$ cat src/rtl/bus_arb_pkg.sv
// Shared types and limits for the bus host arbiter.
// Holds host-index sizing helpers and the outstanding limit.
package bus_arb_pkg;

  localparam int unsigned MaxNrHosts          = 8;
  localparam int unsigned MaxOutstandingLimit = 8;
  localparam int unsigned NrHostsDefault      = 2;

  // Index width for n entries, never narrower than one bit.
  function automatic int unsigned idx_width(input int unsigned n);
    return (n > 1) ? $clog2(n) : 1;
  endfunction

  // Width of a counter that must reach n inclusive.
  function automatic int unsigned cnt_width(input int unsigned n);
    return $clog2(n + 1);
  endfunction

  localparam int unsigned HostIdxWidth = idx_width(NrHostsDefault);

  typedef logic [HostIdxWidth-1:0] host_idx_t;

endpackage

$ cat src/rtl/bus_arb_id_fifo.sv
// In-order FIFO of host indices for accepted bus requests.
// Push on full and pop on empty are ignored.
module bus_arb_id_fifo
  import bus_arb_pkg::*;
#(
  parameter int unsigned Depth = 2,
  parameter int unsigned Width = 1,
  localparam int unsigned CntW = cnt_width(Depth)
) (
  input  logic             clk_i,
  input  logic             rst_ni,
  input  logic             push_i,
  input  logic [Width-1:0] data_i,
  input  logic             pop_i,
  output logic [Width-1:0] head_o,
  output logic [CntW-1:0]  count_o,
  output logic             full_o,
  output logic             empty_o
);

  localparam int unsigned PtrW = idx_width(Depth);

  logic [Width-1:0] mem_q [Depth];
  logic [Width-1:0] mem_d [Depth];
  logic [PtrW-1:0]  wr_ptr_q, wr_ptr_d;
  logic [PtrW-1:0]  rd_ptr_q, rd_ptr_d;
  logic [CntW-1:0]  count_q, count_d;
  logic             push_ok, pop_ok;

  assign full_o  = (count_q == CntW'(Depth));
  assign empty_o = (count_q == '0);
  assign count_o = count_q;
  assign head_o  = mem_q[rd_ptr_q];
  assign push_ok = push_i && !full_o;
  assign pop_ok  = pop_i && !empty_o;

  // Next-state for storage, pointers and occupancy.
  always_comb begin
    mem_d    = mem_q;
    wr_ptr_d = wr_ptr_q;
    rd_ptr_d = rd_ptr_q;
    count_d  = count_q;
    if (push_ok) begin
      mem_d[wr_ptr_q] = data_i;
      wr_ptr_d = (wr_ptr_q == PtrW'(Depth - 1)) ? '0 : wr_ptr_q + 1'b1;
    end
    if (pop_ok) begin
      rd_ptr_d = (rd_ptr_q == PtrW'(Depth - 1)) ? '0 : rd_ptr_q + 1'b1;
    end
    unique case ({push_ok, pop_ok})
      2'b10:   count_d = count_q + 1'b1;
      2'b01:   count_d = count_q - 1'b1;
      default: count_d = count_q;
    endcase
  end

  // State registers, cleared by reset.
  always_ff @(posedge clk_i or negedge rst_ni) begin
    if (!rst_ni) begin
      for (int i = 0; i < int'(Depth); i++) mem_q[i] <= '0;
      wr_ptr_q <= '0;
      rd_ptr_q <= '0;
      count_q  <= '0;
    end else begin
      mem_q    <= mem_d;
      wr_ptr_q <= wr_ptr_d;
      rd_ptr_q <= rd_ptr_d;
      count_q  <= count_d;
    end
  end

endmodule

$ cat src/rtl/bus_host_arbiter.sv
// Multi-host arbiter onto one bus host slot with in-order responses.
// BUS_ARB_ROUND_ROBIN_EN selects round-robin, else fixed priority.
module bus_host_arbiter
  import bus_arb_pkg::*;
#(
  parameter int unsigned NrHosts        = 2,
  parameter int unsigned DataWidth      = 32,
  parameter int unsigned AddressWidth   = 32,
  parameter int unsigned MaxOutstanding = 2
) (
  input  logic                                   clk_i,
  input  logic                                   rst_ni,
  input  logic [NrHosts-1:0]                     host_req_i,
  input  logic [NrHosts-1:0]                     host_we_i,
  input  logic [NrHosts-1:0][AddressWidth-1:0]   host_addr_i,
  input  logic [NrHosts-1:0][DataWidth-1:0]      host_wdata_i,
  input  logic [NrHosts-1:0][DataWidth/8-1:0]    host_be_i,
  output logic [NrHosts-1:0]                     host_gnt_o,
  output logic [NrHosts-1:0]                     host_rvalid_o,
  output logic [NrHosts-1:0]                     host_err_o,
  output logic [NrHosts-1:0][DataWidth-1:0]      host_rdata_o,
  output logic                                   out_req_o,
  output logic                                   out_we_o,
  output logic [AddressWidth-1:0]                out_addr_o,
  output logic [DataWidth-1:0]                   out_wdata_o,
  output logic [DataWidth/8-1:0]                 out_be_o,
  input  logic                                   out_gnt_i,
  input  logic                                   out_rvalid_i,
  input  logic                                   out_err_i,
  input  logic [DataWidth-1:0]                   out_rdata_i
);

  localparam int unsigned IdxW = idx_width(NrHosts);
  localparam int unsigned CntW = cnt_width(MaxOutstanding);

  typedef logic [IdxW-1:0] idx_t;

  idx_t            sel, arb_idx, head;
  idx_t            lock_idx_q, lock_idx_d;
  logic            lock_q, lock_d;
  logic            any_req, push, pop, full, empty;
  logic            rsp_drop;
  logic [CntW-1:0] count;

  assign any_req   = |host_req_i;
  assign sel       = lock_q ? lock_idx_q : arb_idx;
  assign out_req_o = rst_ni && !full && (lock_q || any_req);
  assign push      = out_req_o && out_gnt_i;
  assign pop       = out_rvalid_i && !empty;
  assign rsp_drop  = out_rvalid_i && empty;

`ifdef BUS_ARB_ROUND_ROBIN_EN
  idx_t ptr_q, ptr_d;

  // Round-robin pick starting at the slot after the last winner.
  always_comb begin
    logic found;
    int   j;
    found   = 1'b0;
    j       = 0;
    arb_idx = '0;
    for (int k = 0; k < int'(NrHosts); k++) begin
      j = (int'(ptr_q) + k) % int'(NrHosts);
      if (!found && host_req_i[j]) begin
        found   = 1'b1;
        arb_idx = idx_t'(j);
      end
    end
  end

  // Pointer moves past the winner only on an accepted request.
  always_comb begin
    ptr_d = ptr_q;
    if (push) begin
      ptr_d = (int'(sel) == int'(NrHosts) - 1) ? '0 : sel + 1'b1;
    end
  end

  // Priority pointer register.
  always_ff @(posedge clk_i or negedge rst_ni) begin
    if (!rst_ni) ptr_q <= '0;
    else         ptr_q <= ptr_d;
  end
`else
  // Fixed priority pick, lowest index wins.
  always_comb begin
    logic found;
    found   = 1'b0;
    arb_idx = '0;
    for (int k = 0; k < int'(NrHosts); k++) begin
      if (!found && host_req_i[k]) begin
        found   = 1'b1;
        arb_idx = idx_t'(k);
      end
    end
  end
`endif

  // Hold the selection while the bus stalls the request.
  always_comb begin
    lock_d     = lock_q;
    lock_idx_d = lock_idx_q;
    if (out_req_o && !out_gnt_i) begin
      lock_d     = 1'b1;
      lock_idx_d = sel;
    end else if (push) begin
      lock_d = 1'b0;
    end
  end

  // Lock registers.
  always_ff @(posedge clk_i or negedge rst_ni) begin
    if (!rst_ni) begin
      lock_q     <= 1'b0;
      lock_idx_q <= '0;
    end else begin
      lock_q     <= lock_d;
      lock_idx_q <= lock_idx_d;
    end
  end

  // Request payload mux and per-host grant.
  always_comb begin
    out_we_o    = host_we_i[sel];
    out_addr_o  = host_addr_i[sel];
    out_wdata_o = host_wdata_i[sel];
    out_be_o    = host_be_i[sel];
    host_gnt_o  = '0;
    if (push) host_gnt_o[sel] = 1'b1;
  end

  // Route the response to the host at the FIFO head only.
  always_comb begin
    host_rvalid_o = '0;
    host_err_o    = '0;
    host_rdata_o  = '0;
    if (pop) begin
      host_rvalid_o[head] = 1'b1;
      host_err_o[head]    = out_err_i;
      host_rdata_o[head]  = out_rdata_i;
    end
  end

  bus_arb_id_fifo #(
    .Depth (MaxOutstanding),
    .Width (IdxW)
  ) u_id_fifo (
    .clk_i   (clk_i),
    .rst_ni  (rst_ni),
    .push_i  (push),
    .data_i  (sel),
    .pop_i   (pop),
    .head_o  (head),
    .count_o (count),
    .full_o  (full),
    .empty_o (empty)
  );

  a_no_orphan_rsp: assert property (
    @(posedge clk_i) disable iff (!rst_ni) !rsp_drop
  ) else $warning("bus_host_arbiter: response with empty id fifo dropped");

  a_count_bound: assert property (
    @(posedge clk_i) disable iff (!rst_ni) count <= CntW'(MaxOutstanding)
  );

endmodule
$ cat config.mk
export PLATFORM = sky130hd
export DESIGN_NAME = bus_host_arbiter
export DESIGN_NICKNAME = d
export VERILOG_FILES = /design/src/rtl/bus_arb_pkg.sv /design/src/rtl/bus_arb_id_fifo.sv /design/src/rtl/bus_host_arbiter.sv
export SDC_FILE = /design/constraint.sdc
export NUM_CORES = 1
export LEC_CHECK = 0
export CAP_MARGIN = 30
export CORE_AREA = 2 2 125 127
export DETAILED_ROUTE_END_ITERATION = 6
export DIE_AREA = 0 0 127 129
export PLACE_DENSITY_LB_ADDON = 0.05
export RECOVER_POWER = 100
export SETUP_SLACK_MARGIN = 0.5
export SYNTH_ARGS = -nofsm -noshare
export SYNTH_HDL_FRONTEND = slang
export SYNTH_SLANG_ARGS = --single-unit
export TNS_END_PERCENT = 50
$ cat constraint.sdc
create_clock -name clk_i -period 2.23 [get_ports clk_i]
set_input_delay 0.669 -clock clk_i [delete_from_list [all_inputs] [get_ports clk_i]]
set_output_delay 0.669 -clock clk_i [all_outputs]
set_load 0.02 [all_outputs]
After elaboration in Yosys (flattened, before gate mapping)

Index checks and enable logic that the tools add are counted.
W data, S select, Z words.

Register bits after elaboration: 8
Bits of input ports: 177
Word-level logic and storage cells: 77
Output and inout bits: 140

Bitwise operators: 4
Add/sub/neg operators: 4
$lt $le $gt $ge: 7
Eq/ne operators: 3
Reduce and logical (&&, ||, !) cells: 20
Mux-type cells: 32

Operators by type and width:

| operator              | count |
|---|---|
| $mux W32              | 5 |
| $and A64 B64 Y64      | 1 |
| $mux W64              | 1 |
| $demux W32 S1         | 1 |
| $mux W1               | 15 |
| $logic_and A1 B1 Y1   | 11 |
| $mux W4               | 2 |
| $mux W2               | 3 |
| $eq A2 B2 Y1 const B  | 2 |
| $ge A2 B2 Y1 const B  | 2 |
| $logic_not A1 Y1      | 4 |
| $lt A1 B2 Y1 const B  | 2 |
| $not A1 Y2            | 2 |
| $pmux W2 S2           | 1 |
| $reduce_bool A2 Y1    | 2 |
| $demux W1 S1          | 3 |
| $add A1 B1 Y1 const B | 2 |
| $add A2 B1 Y2 const B | 1 |
| $and A2 B2 Y2         | 1 |
| $bwmux W2             | 1 |
| $eq A2 B1 Y1 const B  | 1 |
| $ge A1 B1 Y1 const B  | 2 |
| $logic_not A2 Y1      | 1 |
| $lt A2 B1 Y1 const B  | 1 |
| 3 further kinds       | 3 |

Depth between registers and ports, before layout

Gate-level depths: netlist (run 1).

Depth after elaboration: 10
Mapped depth: 6
Depth with buffers taken out: 6

Cells and area by module

Synthesis (run 1) repeated with hierarchy kept, for this count alone.

Cells, all modules: 193
Area, all modules: 1757.9 um^2

Modules (own cells, without submodules):

| module           | cells an instance | area an instance (um^2) | instances | sequential area each (um^2) |
|---|---|---|---|---|
| bus_host_arbiter | 170               | 1475.2                  | 1         | 50.0 |
| bus_arb_id_fifo  | 23                | 282.8                   | 1         | 150.1 |

Least setup slack after synthesis (run 1)

OpenSTA, ideal clock, no wires.

Kind: input port to output port
From: in host_req_i[1]
To: out out_addr_o[10]
Path slack: -0.042 ns
Data arrival time: 1.603 ns
Required time: 1.561 ns
Stages on the path: 5
Path through: nor3b_2 -> a21oi_2 -> buf_6 -> buf_6 -> mux2_4

Cells in the longest elaborated chain, start to end: 5

RTL lines:

| item                                         | line                    | RTL |
|---|---|---|
| start, declared                              | bus_host_arbiter.sv:13  | `input logic [NrHosts-1:0] host_req_i,` |
| $logic_and A1 B1 Y1                          | bus_host_arbiter.sv:91  | `if (!found && host_req_i[k]) begin` |
| $mux W1                                      | bus_host_arbiter.sv:91  |  |
| $mux W1                                      | bus_host_arbiter.sv:46  | `assign sel = lock_q ? lock_idx_q : arb_idx;` |
| $mux W32 (implied by the code) (2 in series) | bus_host_arbiter.sv:125 | `out_addr_o = host_addr_i[sel];` |
| end, declared                                | bus_host_arbiter.sv:24  | `output logic [AddressWidth-1:0] out_addr_o,` |

No other way between the ends. The select of a mux whose other input is x is not followed.

Worst setup path after layout (run 1)

From: in host_req_i[0]
To: out out_wdata_o[16]

Cells in the longest elaborated chain, start to end: 7

RTL lines:

| item                                         | line                    | RTL |
|---|---|---|
| $mux W1                                      | bus_host_arbiter.sv:91  |  |
| $logic_not A1 Y1                             | bus_host_arbiter.sv:91  |  |
| $logic_and A1 B1 Y1                          | bus_host_arbiter.sv:91  |  |
| $mux W1                                      | bus_host_arbiter.sv:91  |  |
| $mux W1                                      | bus_host_arbiter.sv:46  |  |
| $mux W32 (implied by the code) (2 in series) | bus_host_arbiter.sv:126 | `out_wdata_o = host_wdata_i[sel];` |
| end, declared                                | bus_host_arbiter.sv:25  | `output logic [DataWidth-1:0] out_wdata_o,` |

No other way between the ends. The select of a mux whose other input is x is not followed.

==> results of run 1 <==
layer usage:
metal  GRT usage  up-vias  wire length (um)
li1            -     1441                 -
met1       0.153     1396              4710
met2       0.308      143              8240
met3      0.0362        6              1080
met4     0.00776        0                61
met5           0        -                 0
metrics by stage:
step	hold slack, ps	setup slack, ps	std cells	instance area, sq um	TNS, ps
floorplan	373	-38.1	188	1980	-2070
global placement	515	-1120	705	5520	-130400
detailed placement	549	-1140	705	5520	-130880
CTS	561	-540	745	6130	-31760
global route	564	-555	769	6820	-37360
finish	562	-509	769	6820	-30570
synth_stat cells, drive strengths merged (2+ instances only):
master  instances  area share
a41oi           4       0.018
inv             3      0.0058
clkbuf          4      0.0077
nor2            3      0.0071
and2           67        0.22
dfrtp           8        0.10
xnor2           4       0.018
mux2i           2       0.010
mux2           69        0.51
buf            10       0.048
state kept, by name (all words and copies together), names as in the netlist:
register	count
u_id_fifo.count_o	2
u_id_fifo.mem_q	2
lock_idx_q	1
lock_q	1
u_id_fifo.rd_ptr_q	1
u_id_fifo.wr_ptr_q	1
area by class of cell:
cell class                      count  area, sq um  share of cell area
Multi-Input combinational cell    163         1870               0.274
Clock buffer                        3         75.1              0.0110
Inverter                            3         11.3             0.00165
Tap cell                          188          235              0.0345
Timing Repair Buffer              404         4430               0.649
Sequential cell                     8          200              0.0294
logic make-up after synthesis:
group	after synthesis
compound gates	7
xor+xnor	5
fa+ha+maj	1
buf+inv	17
flops	8
mux	71
simple gates	79
critical path: cells and delay by family:
kind | cells | cell delay, ps
buf+inv | 7 | 850
mux | 1 | 290
simple gates | 1 | 200
compound gates | 1 | 60
worst max path at each step:
stage | depth (start not counted) | startpoint | to | slack (ps)
after floorplan | 5 | host_req_i[1] | out_addr_o[10] | -40
after global placement | 7 | host_req_i[0] | out_wdata_o[3] | -1120
after detailed placement | 7 | host_req_i[0] | out_wdata_o[19] | -1140
after CTS | 10 | host_req_i[0] | out_wdata_o[16] | -540
after global routing | 10 | host_req_i[0] | out_wdata_o[16] | -550
final | 10 | host_req_i[0] | out_wdata_o[16] | -510
power groups by stage:
stage | Clock, mW | Sequential (mW) | Combinational (mW)
5_1_grt | 0.320 | 0.298 | 5.88
4_1_cts | 0.311 | 0.288 | 4.86
3_5_place_dp | 0 | 0.289 | 3.95
6_report | 0.304 | 0.287 | 5.62
3_3_place_gp | 0 | 0.287 | 3.95
2_1_floorplan | 0 | 0.280 | 2.05
repair_timing:
item                       4_1_cts  5_1_grt
buffers inserted                28       23
pin swaps                       10       47
setup endpoints to repair      147      144
cloned                           9        1
gates resized for setup        773      219
==> run_results.csv, run 1 <==
group,metric,value,unit
floorplanning,die_area,16400,sq um
synth,synthArstFlopShare,1.00,
sta,tightest_slew,499,ps
clock_network,cts_buffers,3,
layout,drive_above_1_share,0.633,
setup_path,critPathMaxStageDelay,290,ps
sta,fmax,365,MHz
clock_network,root_buffer,"clkbuf_16",
sta,rsz0062_at_grt,"true",
drt,antenna_left,0,
sta,finalWorstSetupSlack,-509,ps
floorplanning,die_h,129,um
power,power_density,910,nW/um^2
global_routing,grt-ovfl-total,0,
setup_path,worstRegToRegCells,8,
sta,final_hold_viol_count,0,
layout,nNetsFinal,761,
setup_path,reg2reg_from,"lock_q$_DFFE_PN0P_",
synth,synthMuxAreaShare,0.516,
min_path,hp-class,"register to register",
synth,syn_nets,366,
floorplanning,rows,45,
synth,synth_edf_count,0,
layout,area_growth,251,%
drt,drt-initial-drc-count,66,
power,p_leak,3.28,nW
min_path,min_from,"u_id_fifo.wr_ptr_q$_DFFE_PN0N_",
synth,synth_top_family_by_area,"multiplexers",
global_routing,track_usage,0.147,
layout,layout_common_cells,"175 x buf_6, 171 x clkdlybuf4s50_1, 69 x mux2_4, 58 x and2_4, 22 x buf_4",
global_routing,grt_max_degree,35,
synth,yosys_warnings,0,
min_path,min_path_cells,1,
power,internal_power,3.88,mW
power,p_clk_frac,0.049,
clock_network,cts.sinks,8,
synth,ys_types,27,
status,outcome,"finished with violations",
clock_network,clkTransAtPathRegs,40,ps
setup_path,cp.required,1560,ps
power,combPwrFrac,0.905,
clock_network,cts_tree,"built",
floorplanning,io_pins,317,
setup_path,r2r_end,"u_id_fifo.count_o[1]$_DFFE_PN0P_",
drt,num_vias,2986,
setup_path,cp-end-kind,"output port",
setup_path,path_class,"primary input to output port",
clock_network,htreeDepth,1,
drt,first_pass_iters,4,
status,violations,"negative setup slack",
drt,drc,0,
synth,synth-compound-area-share,0.0322,
placement,dp_hpwl,10.6,mm
clock_network,clock_path_buffers,2,
floorplanning,core_area,15000,sq um
layout,fin_util,0.455,
sta,setup_violations,134,
layout,fillers,1423,
setup_path,path_cells,"buf_8 -> nor3b_4 -> a21oi_4 -> buf_6 -> buf_6 -> buf_12 -> buf_16 -> buf_6 -> mux2_4 -> buf_6",
floorplanning,die_w,127,um
global_routing,antenna_found_initial,0,
layout,antenna_cells,0,
global_routing,grt_pass1_wl,18.4,mm
drt,wl_per_cell,18.3,um
synth,synth_flop_cell,"dfrtp_1",
flow_run,drv_cap,0,
min_path,holdPathEnd,"u_id_fifo.wr_ptr_q$_DFFE_PN0N_",
power,totalPowerFinal,6.21,mW
power,vdd_drop_max,0.000567,V
sta,maxSlewViolCount,0,
synth,yosys_register_bits,8,
power,sequentialPowerShare,0.046,
setup_path,crit_path_frequent_cell,"buf_6",
power,switching_share,0.376,
synth,syn_area_per_cell,10.3,sq um
clock_network,clock_latency,230,ps
drt,routed_wl,14.1,mm
setup_path,crit_path_max_fanout,6,
setup_path,crit_arrival,2070,ps
synth,synth_adder_area_share,0.00644,
synth,synth_seq_area_share,0.103,
synth,synthXorXnorAreaFrac,0.0225,
sta,slew-limit-headroom,0.667,
sta,finClkSkew,0.364,ps
clock_network,cts_hold_buf,0,
sta,fin_crit,2740,ps
drt,vias_per_cell,3.88,
layout,mostFrequentLayoutCell,"buf_6",
placement,place.gp.congestion,0.760,
placement,numPortBuffers,316,
synth,syn_inst,188,
sta,period_share,1.23,
global_routing,grt_pass1_vias,2939,
floorplanning,start_util,0.130,
setup_path,r2r_slack,300,ps
power,switchingPower,2.33,mW
synth,synth_simple_gate_area_share,0.258,
setup_path,critPathSlowestCell,"mux2_4",
setup_path,start_kind,"primary input",
synth,syn-cell-area,1940,sq um
Note: power is estimated with default switching activity, not from simulation.
==> run 2, diff against run 1 <==
PLACE_DENSITY_LB_ADDON = not set   (was 0.05)
==> run 2 against run 1 <==
Net effect:
- core utilization down 1.6 points
- global-route usage rose by 0.28 points
- final cell count is 1.2% lower
- setup slack lost 62 ps
- register-to-register slack got worse by 110 ps
- first-iteration DRC count shrank 26%
- non-clock buffer count is 9 lower
- highest routed layer unchanged
- power fell by 1.9%
- the flow still finishes with violations (negative setup slack)
- combinational power fell by 2%
- critical path depth stayed put
- via count rose by 0.44%
==> run_results.csv, run 2 (same netlist as run 1, synthesis figures left out) <==
group,metric,value,unit
clock_network,cts_tree,"built",
drt,routed_wl,13.9,mm
floorplanning,core_area,15000,sq um
global_routing,grt_pass1_vias,3262,
setup_path,path_cells,"buf_6 -> nor3b_4 -> a21oi_4 -> buf_12 -> buf_12 -> buf_6 -> buf_6 -> buf_8 -> mux2_4 -> buf_6",
min_path,min_from,"u_id_fifo.wr_ptr_q$_DFFE_PN0N_",
global_routing,grt_pass1_wl,19.1,mm
floorplanning,die_h,129,um
setup_path,reg2reg_from,"lock_q$_DFFE_PN0P_",
drt,vias_per_cell,3.95,
drt,drt-initial-drc-count,49,
sta,maxSlewViolCount,0,
layout,layout.cells.non_filler,760,
drt,antenna_left,0,
status,outcome,"finished with violations",
layout,mostFrequentLayoutCell,"clkdlybuf4s50_1",
setup_path,crit_path_max_fanout,8,
drt,num_vias,2999,
sta,finalWorstSetupSlack,-571,ps
layout,fin_area,6590,sq um
setup_path,crit_arrival,2130,ps
layout,layout_common_cells,"171 x clkdlybuf4s50_1, 136 x buf_6, 65 x mux2_4, 35 x and2_4, 32 x and2_1",
sta,tightest_slew,539,ps
clock_network,cts_hold_buf,0,
clock_network,cts_buffers,3,
power,vdd_drop_max,0.000464,V
sta,whs,540,ps
sta,slew-limit-headroom,0.641,
setup_path,r2r_slack,190,ps
global_routing,grt-ovfl-total,0,
sta,setup_violations,128,
setup_path,r2r_end,"u_id_fifo.count_o[1]$_DFFE_PN0P_",
floorplanning,io_pins,317,
layout,area_growth,239,%
min_path,hp-class,"register to register",
sta,fin_crit,2800,ps
status,violations,"negative setup slack",
setup_path,cp-startpoint,"host_req_i[1]",
setup_path,worstRegToRegCells,8,
global_routing,track_usage,0.150,
placement,dpl.cell_count,705,
floorplanning,rows,45,
power,totalPowerFinal,6.09,mW
clock_network,clock_latency,230,ps
layout,nNetsFinal,752,
placement,numPortBuffers,316,
setup_path,path_buf_inv,7,
setup_path,cp_top_family,"buffers and inverters",
layout,fin_util,0.440,
power,power_density,925,nW/um^2
setup_path,cp.required,1560,ps
clock_network,cts.sinks,8,
floorplanning,die_area,16400,sq um
power,p_leak,3.17,nW
placement,place_area,5520,sq um
drt,wl_per_cell,18.3,um
sta,final_hold_viol_count,0,
sta,finClkSkew,0.760,ps
clock_network,clock_path_buffers,2,
setup_path,critPathSlowestCell,"mux2_4",
setup_path,crit_path_frequent_cell,"buf_6",
drt,drc,0,
sta,rsz0062_at_grt,"true",
setup_path,start_kind,"primary input",
setup_path,endpoint,"out_addr_o[16]",
setup_path,path_class,"primary input to output port",
setup_path,critPathMaxStageDelay,320,ps
flow_run,drv_cap,0,
layout,antenna_cells,0,
setup_path,cp-end-kind,"output port",
global_routing,antenna_found_initial,0,
floorplanning,start_util,0.130,
sta,period_share,1.26,
clock_network,root_buffer,"clkbuf_16",
clock_network,clkTransAtPathRegs,40,ps
placement,dp_hpwl,10.3,mm
floorplanning,die_w,127,um
clock_network,htreeDepth,1,
placement,place.gp.congestion,0.846,
setup_path,critical_path_depth,10,
global_routing,grt_max_degree,35,
drt,first_pass_iters,4,
layout,drive_above_1_share,0.593,
layout,fillers,1400,
sta,fmax,357,MHz
[run 2: cell count changes in the layout (fill, tap and decap cells not counted), sizes merged]
cell | previous run | this run
buf | 226 | 216
clkdlybuf4s25 | 1 | 0
dlymetal6s2s | 1 | 0
clkbuf | 8 | 9
dlygate4sd2 | 0 | 2
[run 2: how the worst min path moves through the flow]
stage / to / depth (start not counted) / slack (ps)
after floorplan: lock_idx_q$_DFFE_PN0P_ / 0 / 370
after global placement: u_id_fifo.wr_ptr_q$_DFFE_PN0N_ / 1 / 510
after detailed placement: u_id_fifo.wr_ptr_q$_DFFE_PN0N_ / 1 / 520
after CTS: u_id_fifo.wr_ptr_q$_DFFE_PN0N_ / 1 / 530
after global routing: u_id_fifo.wr_ptr_q$_DFFE_PN0N_ / 1 / 560
final: u_id_fifo.wr_ptr_q$_DFFE_PN0N_ / 1 / 540
[run 2: cell type report]
class / count / area, sq um / area share
Clock buffer: 3 / 75.1 / 0.0114
Inverter: 3 / 11.3 / 0.00171
Multi-Input combinational cell: 163 / 1810 / 0.276
Sequential cell: 8 / 200 / 0.0304
Tap cell: 188 / 235 / 0.0357
Timing Repair Buffer: 395 / 4250 / 0.645
[run 2: metal layers]
layer,GRT usage,vias up,wire (um)
met1,0.173,1414,5350
met4,0.0123,0,30
met3,0.0565,3,1480
met2,0.276,165,7050
li1,-,1417,-
met5,0,-,0
[run 2: metrics by stage]
stage          setup WS, ps  setup TNS, ps
2_1_floorplan         -38.1          -2070
3_3_place_gp          -1100        -127590
3_5_place_dp          -1130        -130350
4_1_cts                -573         -40690
5_1_grt                -624         -43990
6_report               -571         -37800
[run 2: what timing repair did]
| item | in CTS | in global routing |
|---|---|---|
| resized for setup | 729 | 144 |
| setup endpoints to repair | 147 | 142 |
| gates cloned | 8 | 1 |
| pin swaps | 3 | 24 |
| setup buffers | 28 | 15 |
[run 2: worst register-to-register path, cell delays in order (launching register included)]
cell and delay (ps):
dfrtp_1 450, or3_4 390, nand3_1 300, clkbuf_4 220, buf_4 120, ha_4 130, xnor2_2 110, nor2_2 60
xor2_1 150
[run 2: where the power goes]
group | internal (mW) | switching (mW)
combinational | 3.28 | 2.21
clock | 0.232 | 0.0757
sequential | 0.220 | 0.0750
total | 3.73 | 2.36
==> run 3, diff against run 2 <==
SETUP_SLACK_MARGIN = not set   (was 0.5)
==> run 3 against run 2 <==
Net effect:
- the flow still finishes with violations (negative setup slack)
- final area fell by 5.9%
- die area unchanged
- register-to-register slack improved by 160 ps
- hold slack worse by 24 ps
- critical path depth up 1
- power is 9.2% lower
- count of clock-buffer cells in the layout stayed put
- critical endpoint is now out_wdata_o[24]
- largest cell class unchanged
==> run_results.csv, run 3 (same netlist as run 1, synthesis figures left out) <==
group,metric,value,unit
status,outcome,"finished with violations",
status,violations,"negative setup slack",
setup_path,r2r_slack,350,ps
setup_path,path_class,"primary input to output port",
floorplanning,core_area,15000,sq um
clock_network,cts_hold_buf,0,
setup_path,start_kind,"primary input",
drt,antenna_left,0,
sta,setup_violations,121,
power,power_density,892,nW/um^2
sta,fmax,349,MHz
drt,wl_met1,5.04,mm
power,sequentialPowerShare,0.055,
clock_network,clock_path_buffers,2,
floorplanning,start_util,0.130,
layout,drive_above_1_share,0.553,
setup_path,r2r_end,"u_id_fifo.count_o[1]$_DFFE_PN0P_",
flow_run,drv_cap,0,
global_routing,grt_pass1_wl,18.8,mm
drt,vias_per_cell,3.94,
placement,dp_hpwl,10.7,mm
global_routing,antenna_found_initial,0,
placement,place_ws,-1140,ps
placement,numPortBuffers,316,
layout,layout_common_cells,"171 x clkdlybuf4s50_1, 119 x buf_6, 62 x mux2_4, 45 x and2_1, 43 x buf_2",
power,internal_power,3.29,mW
setup_path,cp_top_family,"buffers and inverters",
floorplanning,rows,45,
placement,place.gp.congestion,0.860,
clock_network,clkTransAtPathRegs,40,ps
floorplanning,die_w,127,um
global_routing,track_usage,0.151,
setup_path,reg2reg_from,"lock_q$_DFFE_PN0P_",
floorplanning,die_h,129,um
placement,dpl.cell_count,706,
power,vdd_drop_max,0.000486,V
sta,finClkSkew,0.712,ps
global_routing,grt-ovfl-total,0,
setup_path,crit_path_frequent_cell,"buf_6",
min_path,hp-class,"register to register",
sta,tightest_slew,498,ps
power,p_leak,3.00,nW
layout,antenna_cells,0,
setup_path,path_buf_inv,8,
drt,drc,0,
global_routing,grt_max_degree,35,
sta,final_hold_viol_count,0,
sta,maxSlewViolCount,0,
clock_network,cts.sinks,8,
setup_path,worstRegToRegCells,6,
clock_network,root_buffer,"clkbuf_16",
drt,wl_per_cell,18.9,um
setup_path,crit_path_max_fanout,5,
power,p_clk_frac,0.054,
sta,fin_crit,2860,ps
drt,wl_met3,1.14,mm
setup_path,critPathSlowestCell,"mux2_4",
floorplanning,die_area,16400,sq um
clock_network,cts_tree,"built",
power,combPwrFrac,0.891,
sta,finalWorstSetupSlack,-634,ps
setup_path,critPathMaxStageDelay,290,ps
setup_path,path_cells,"buf_6 -> nor3b_4 -> a21oi_4 -> buf_12 -> buf_6 -> buf_12 -> buf_12 -> buf_16 -> buf_6 -> mux2_4 -> buf_6",
global_routing,grt_pass1_vias,3062,
setup_path,critical_path_depth,11,
sta,period_share,1.28,
power,switching_share,0.405,
setup_path,cp-startpoint,"host_req_i[0]",
layout,fillers,1452,
drt,drt-initial-drc-count,72,
setup_path,endpoint,"out_wdata_o[24]",
setup_path,crit_arrival,2200,ps
drt,num_vias,2954,
layout,area_growth,219,%
drt,first_pass_iters,4,
drt,routed_wl,14.2,mm
clock_network,cts_buffers,3,
drt,wl_met2,7.75,mm
sta,rsz0062_at_grt,"true",
power,switchingPower,2.24,mW
layout,mostFrequentLayoutCell,"clkdlybuf4s50_1",
layout,layout.cells.non_filler,750,
clock_network,htreeDepth,1,
sta,slew-limit-headroom,0.668,
setup_path,cp-end-kind,"output port",
floorplanning,io_pins,317,
clock_network,clock_latency,230,ps
drt,top_layer,"met4",
layout,nNetsFinal,742,
setup_path,cp.required,1560,ps
run 3: cell count changes in the layout (fill, tap and decap cells not counted), moves of 5 or more:
| cell | delta |
|---|---|
| buf_12 | -6 |
| and2_1 | +13 |
| buf_4 | -5 |
| buf_2 | +21 |
| buf_6 | -17 |
| and2_4 | -13 |
run 3: repair_timing:
item                       CTS  global route
pin swaps                    4            14
buffers inserted            31             6
gates resized for setup    673           163
cloned                       6             2
setup endpoints to repair  141           139
run 3: area by class of cell:
cell class	count	area [sq um]	share of cell area
clock buffer	3	75.1	0.0121
inverter	3	11.3	0.00182
timing repair buffer	385	3930	0.634
multi-input combinational	163	1750	0.282
sequential	8	200	0.0323
tap	188	235	0.0380
run 3: worst register-to-register path, stage by stage (launching register included):
cell and delay [ps]:
dfrtp_1 450, or3_4 400, nand3_1 190, clkbuf_1 170, ha_1 270, nor2_1 140, xor2_1 170
run 3: per-layer routing:
layer	track usage	vias to the layer above
met4	0.0304	0
met3	0.0378	10
li1	-	1404
met5	0	-
met2	0.299	156
met1	0.161	1384
run 3: worst min path at each step:
| stage | cells after the start | end | from | slack [ps] |
|---|---|---|---|---|
| after floorplan | 0 | lock_idx_q$_DFFE_PN0P_ | rst_ni | 370 |
| after global placement | 1 | u_id_fifo.wr_ptr_q$_DFFE_PN0N_ | u_id_fifo.wr_ptr_q$_DFFE_PN0N_ | 510 |
| after detailed placement | 1 | u_id_fifo.wr_ptr_q$_DFFE_PN0N_ | u_id_fifo.wr_ptr_q$_DFFE_PN0N_ | 510 |
| after CTS | 1 | u_id_fifo.wr_ptr_q$_DFFE_PN0N_ | u_id_fifo.wr_ptr_q$_DFFE_PN0N_ | 510 |
| after global routing | 1 | u_id_fifo.wr_ptr_q$_DFFE_PN0N_ | u_id_fifo.wr_ptr_q$_DFFE_PN0N_ | 570 |
| final | 1 | u_id_fifo.wr_ptr_q$_DFFE_PN0N_ | u_id_fifo.wr_ptr_q$_DFFE_PN0N_ | 520 |
run 3: stage by stage:
stage | hold slack [ps] | util | cell area [sq um] | power (mW) | TNS [ps]
final | 516 | 0.414 | 6200 | 5.53 | -39830
after floorplan | 373 | - | 1950 | 2.31 | -1870
after global placement | 507 | 0.367 | 5500 | 4.16 | -128260
after detailed placement | 510 | 0.367 | 5500 | 4.21 | -130440
after CTS | 514 | 0.394 | 5910 | 5.22 | -41670
after global routing | 568 | 0.414 | 6200 | 5.80 | -46470
run 3: power by group through the flow:
stage | clock (mW) | sequential, mW | combinational (mW)
after floorplan | 0 | 0.280 | 2.03
after global placement | 0 | 0.288 | 3.87
after detailed placement | 0 | 0.292 | 3.91
after CTS | 0.304 | 0.298 | 4.62
after global routing | 0.318 | 0.314 | 5.17
final | 0.299 | 0.302 | 4.93
